$ cat config.mk
export PLATFORM = sky130hd
export DESIGN_NAME = uart_bus_arbiter
export DESIGN_NICKNAME = d
export VERILOG_FILES = /design/src/rtl/uart_bus_arbiter.sv
export SDC_FILE = /design/constraint.sdc
export NUM_CORES = 1
export LEC_CHECK = 0
export ABC_AREA = 1
export BUFFER_PORTS_ARGS = -buffer_cell sky130_fd_sc_hd__buf_4
export CAP_MARGIN = 0
export CELL_PAD_IN_SITES_DETAIL_PLACEMENT = 1
export CELL_PAD_IN_SITES_GLOBAL_PLACEMENT = 2
export CORE_ASPECT_RATIO = 0.6
export CORE_MARGIN = 2
export CORE_UTILIZATION = 21
export DETAILED_ROUTE_END_ITERATION = 8
export PLACE_DENSITY = 0.77
export SLEW_MARGIN = 10
export SYNTH_ARGS = -nofsm -noshare
export SYNTH_HDL_FRONTEND = slang
export SYNTH_SLANG_ARGS = --single-unit
export TNS_END_PERCENT = 20
$ cat constraint.sdc
create_clock -name clock -period 1.4 [get_ports clock]
set_input_delay 0.21 -clock clock [delete_from_list [all_inputs] [get_ports clock]]
set_output_delay 0.21 -clock clock [all_outputs]
set_load 0.1 [all_outputs]
$ cat src/rtl/uart_bus_arbiter.sv
// Two-requester round-robin arbiter in front of the UART register port.
// One transaction per IDLE -> ACCESS -> RESP cycle, with an optional bounded burst lock.
module uart_bus_arbiter #(
  parameter int unsigned MAX_LOCK = 16
) (
  input  logic        clock,
  input  logic        reset,
  input  logic        req0_valid,
  input  logic        req0_we,
  input  logic        req0_lock,
  input  logic [3:0]  req0_addr,
  input  logic [31:0] req0_wdata,
  output logic        req0_ack,
  output logic [31:0] req0_rdata,
  input  logic        req1_valid,
  input  logic        req1_we,
  input  logic        req1_lock,
  input  logic [3:0]  req1_addr,
  input  logic [31:0] req1_wdata,
  output logic        req1_ack,
  output logic [31:0] req1_rdata,
  output logic        uart_sel,
  output logic        uart_wr_enable,
  output logic [3:0]  uart_addr,
  output logic [31:0] wdata_mem,
  input  logic [31:0] uart_data,
  output logic        grant_id,
  output logic        busy
);

  localparam int unsigned CW = $clog2(MAX_LOCK + 1);
  localparam logic [CW-1:0] MAX_LOCK_C = CW'(MAX_LOCK);

  typedef enum logic [1:0] {
    IDLE   = 2'd0,
    ACCESS = 2'd1,
    RESP   = 2'd2
  } state_e;

  state_e         state_q, state_d;
  logic           last_grant_q, last_grant_d;
  logic           grant_id_q, grant_id_d;
  logic           lock_active_q, lock_active_d;
  logic           lock_owner_q, lock_owner_d;
  logic [CW-1:0]  lock_count_q, lock_count_d;
  logic [3:0]     addr_q, addr_d;
  logic           we_q, we_d;
  logic [31:0]    wdata_q, wdata_d;
  logic [31:0]    rdata_q, rdata_d;

  logic           owner_valid;
  logic           win_valid;
  logic           winner;
  logic           win_lock;
  logic [CW-1:0]  lock_inc;

  assign owner_valid = lock_owner_q ? req1_valid : req0_valid;

  always_comb begin
    // NOTE: every signal gets a default before the case so no path leaves one unassigned (no latches).
    state_d       = state_q;
    last_grant_d  = last_grant_q;
    grant_id_d    = grant_id_q;
    lock_active_d = lock_active_q;
    lock_owner_d  = lock_owner_q;
    lock_count_d  = lock_count_q;
    addr_d        = addr_q;
    we_d          = we_q;
    wdata_d       = wdata_q;
    rdata_d       = rdata_q;
    win_valid     = 1'b0;
    winner        = 1'b0;
    win_lock      = 1'b0;
    lock_inc      = '0;

    unique case (state_q)
      IDLE: begin
        // An owner that went idle forfeits the lock; arbitration still runs this cycle.
        if (lock_active_q && !owner_valid) begin
          lock_active_d = 1'b0;
          lock_count_d  = '0;
        end

        if (lock_active_q && owner_valid) begin
          win_valid = 1'b1;
          winner    = lock_owner_q;
        end else if (req0_valid && req1_valid) begin
          win_valid = 1'b1;
          winner    = ~last_grant_q;
        end else if (req0_valid) begin
          win_valid = 1'b1;
          winner    = 1'b0;
        end else if (req1_valid) begin
          win_valid = 1'b1;
          winner    = 1'b1;
        end

        if (win_valid) begin
          addr_d       = winner ? req1_addr  : req0_addr;
          we_d         = winner ? req1_we    : req0_we;
          wdata_d      = winner ? req1_wdata : req0_wdata;
          win_lock     = winner ? req1_lock  : req0_lock;
          last_grant_d = winner;
          grant_id_d   = winner;
          state_d      = ACCESS;

          if (win_lock) begin
            lock_inc = lock_count_d + CW'(1);
            if (lock_inc == MAX_LOCK_C) begin
              lock_active_d = 1'b0;
              lock_count_d  = '0;
            end else begin
              lock_active_d = 1'b1;
              lock_owner_d  = winner;
              lock_count_d  = lock_inc;
            end
          end else begin
            lock_active_d = 1'b0;
            lock_count_d  = '0;
          end
        end
      end

      ACCESS: begin
        rdata_d = we_q ? '0 : uart_data;
        state_d = RESP;
      end

      RESP:    state_d = IDLE;
      default: state_d = IDLE;
    endcase
  end

  always_ff @(posedge clock or negedge reset) begin
    if (!reset) begin
      state_q       <= IDLE;
      last_grant_q  <= 1'b1;
      grant_id_q    <= 1'b0;
      lock_active_q <= 1'b0;
      lock_owner_q  <= 1'b0;
      lock_count_q  <= '0;
      addr_q        <= '0;
      we_q          <= 1'b0;
      wdata_q       <= '0;
      rdata_q       <= '0;
    end else begin
      // NOTE: sequential state uses non-blocking assignments so all registers update together.
      state_q       <= state_d;
      last_grant_q  <= last_grant_d;
      grant_id_q    <= grant_id_d;
      lock_active_q <= lock_active_d;
      lock_owner_q  <= lock_owner_d;
      lock_count_q  <= lock_count_d;
      addr_q        <= addr_d;
      we_q          <= we_d;
      wdata_q       <= wdata_d;
      rdata_q       <= rdata_d;
    end
  end

  // Downstream strobes come straight from state so an async reset drops them at once.
  assign uart_sel       = (state_q == ACCESS);
  assign uart_wr_enable = uart_sel & we_q;
  assign uart_addr      = uart_sel ? addr_q  : '0;
  assign wdata_mem      = uart_sel ? wdata_q : '0;

  assign req0_ack   = (state_q == RESP) && !grant_id_q;
  assign req1_ack   = (state_q == RESP) &&  grant_id_q;
  assign req0_rdata = req0_ack ? rdata_q : '0;
  assign req1_rdata = req1_ack ? rdata_q : '0;

  assign grant_id = grant_id_q;
  assign busy     = (state_q != IDLE);

endmodule

==> results by group <==
Synthesis
  • EDFF count, synth: 0
  • Avg Inst Size Synth: 7.63 um2
  • Synth Cell Area: 0.00412 mm2
  • Yosys top cell by area: dfrtp_1
  • Top_reg_cell synth: dfrtp_1
  • Async SR Flop Fraction: 100%
  • Sequential fraction of the synthesis area: 48.7%
  • Number of synthesized register bits: 80
  • Synth cell types: 27
  • Post-Syn Instances: 539
  • Largest cells by area after synthesis: dfrtp_1 48%, nor2_1 13%, o21ai_0 7.9%
  • Synth Warn #: 0
  • Area share of the leading cell type in the synthesized netlist: 48.0%
  • Post-Syn Nets: 652

Drt
  • First-pass DRT Iterations: 4
  • Initial DRC Count: 213
  • ANT nets after route: 0
  • Vias: 4632
  • Wire length per cell: 17.1 um
  • Final wirelength: 18.1 mm
  • DRC Markers: 0
  • Vias per inst: 4.39

Placement
  • Area after DPL: 0.00685 mm2
  • DP Cell Count: 1035
  • HPWL after detailed placement: 12.7 mm
  • Port Buf Inserts: 217
  • Placer Congestion: 0.792

Die
  • Die area: 0.0208 mm2
  • Die Y: 112 um
  • I/O pins: 218
  • Die W: 185 um
  • Rows: 39
  • Core Footprint: 0.0191 mm2
  • Initial core utilization: 21.5%

Outcome
  • Run status: finished with violations
  • Failing checks: setup timing

STA
  • Max transition margin: 67.4%
  • Maximum clock rate: 0.516 GHz
  • Hold Vio Cnt, Final: 0
  • Clk_skew: 0.0146 ns
  • Period utilization: 138%
  • Max Slew Vio Count: 0
  • Worst setup margin: -0.538 ns
  • Crit path time final: 1.94 ns
  • RSZ-0062 raised after global routing: true
  • Final setup violation count: 144
  • Worst hold margin: 0.114 ns
  • Slew @ Worst Pin: 0.490 ns

Clocking
  • CTS tree: yes
  • Clk root buf: clkbuf_16
  • Reg clk slew, reported paths: 0.07 ns
  • TritonCTS Buffers: 9
  • CTS max path bufs: 2
  • H-tree depth: 3
  • Worst skew pair latency: 0.34 ns
  • Sink Count: 80

Final layout
  • Filler cells: 2117
  • Layout cell share with drive strength beyond 1: 52.5%
  • Post-layout instance area: 0.00888 mm2
  • Final nets: 898
  • Layout area overhead: 116%
  • N_diodes: 0
  • Non-Filler Instances: 1055

Worst setup path
  • WP data arrival: 1.73 ns
  • Reg2reg start: lock_owner_q
  • CP startpoint: grant_id
  • Worst setup EP type: primary output
  • Required time worst endpoint: 1.19 ns
  • Critical path type: flop to primary output
  • CP max FO: 17
  • CP Launch Type: flop

Global routing
  • Largest net degree at the start of global routing: 60
  • Antenna violations before repair: 0
  • Overflow after GRT: 0
  • Number of global-route vias before repair: 5141
  • First-pass GRT wire length: 27.7 mm
  • Total GRT Usage: 17.0%

Power
  • Pwr Total: 20900 uW
  • Leak pwr: 0.00375 uW
  • Power per cell area: 2360 mW/mm2
  • Peak VDD IR: 0.00107 V

Hold path
  • Hold_sp: uart_data[25]
  • Hold/Removal Path Class: primary input to flop

Job
  • Max-Cap Viols: 0
[cells by family after synthesis]
| family | Yosys count | synth area share, % |
|---|---|---|
| AO/OA/AOI/OAI | 115 | 15.3 |
| XOR/XNOR | 2 | 0.426 |
| adder cells (fa/ha/maj) | 1 | 0.304 |
| buffers and inverters | 124 | 13.3 |
| flip-flops | 80 | 48.7 |
| AND/OR/NAND/NOR | 217 | 22.0 |
[flip-flops by register name, summed over array words and instances (netlist names)]
signal and cells:
we_q 1, lock_active_q 1, addr_q 4, lock_owner_q 1
last_grant_q 1, wdata_q 32, state_q 2, rdata_q 32
grant_id 1, lock_count_q 5
[critical path: stages, from the launching register on]
cell	delay (ns)
dfrtp_4	0.50
nor3_4	0.24
inv_4	0.10
buf_12	0.19
nor2_4	0.14
buf_12	0.19
[timing repair]
action,in CTS,in global routing
endpoints found under the hold margin,43,0
hold buffers,1,0
setup buffers,1,1
pin swaps,4,6
cloned,0,2
setup endpoints to repair,177,178
gates resized for setup,315,119
[layout by cell type, fill, tap and decap left out, drive strengths merged, types with 4 or more instances in the layout]
cell type  synthesis  routed
buf               30     267
clkbuf             4      11
clkinv             1       4
dfrtp             79      79
inv               89      89
nand2             24      24
nand3             40      40
nor2             149     149
o21ai             76      76
o22ai             37      37
[per-layer routing]
layer / GRT usage (%) / routed length, um
met4: 4.34 / 361
met2: 29.9 / 9250
met1: 21.6 / 7740
met5: 0 / 0
met3: 3.21 / 731
[synth_stat cells, types with 2 or more instances]
cell and instances:
nor2_1 146, inv_1 86, dfrtp_1 79, o21ai_0 65, nand3_1 39, o22ai_1 37, nand2_1 22, buf_2 15
o21ai_1 9, buf_4 7, buf_6 5, clkbuf_1 4, buf_1 3, inv_2 3, a21oi_1 2, nand4_1 2
nor2_4 2, nor3_1 2, o21ai_2 2, xor2_1 2
[final timing paths]
check	endpoint	slack, ns	cells after the start
max in group asynchronous	wdata_q[14]	0.45	3
max	req0_rdata[16]	-0.54	5
min reg2reg	last_grant_q	0.48	2
min in group asynchronous	rdata_q[5]	0.25	2
max reg2reg	lock_owner_q	-0.25	13
min	rdata_q[25]	0.11	3
[area by class of cell]
cell class	instances	area [um2]	area share [%]
Clock buffer	10	229	2.58
Clock inverter	5	82.6	0.930
Inverter	90	345	3.89
Multi-Input combinational cell	335	2380	26.8
Sequential cell	80	2010	22.6
Tap cell	266	333	3.75
Timing Repair Buffer	269	3500	39.4
[report_power, final]
part	total [uW]	internal (uW)	switching (uW)
Combinational	14700	4880	9820
Sequential	3730	3360	371
Clock	2500	1560	945
Total	20900	9800	11100
[through the flow]
stage	setup TNS [ns]	setup slack, ns	util [%]
2_1_floorplan	-121.94	-1.23	-
4_1_cts	-51.72	-0.477	43.9
5_1_grt	-61.75	-0.594	46.4
3_5_place_dp	-23.60	-0.338	35.8
3_3_place_gp	-20.06	-0.228	35.8
6_report	-49.45	-0.538	46.4
Power figures use the tool's default switching activity.
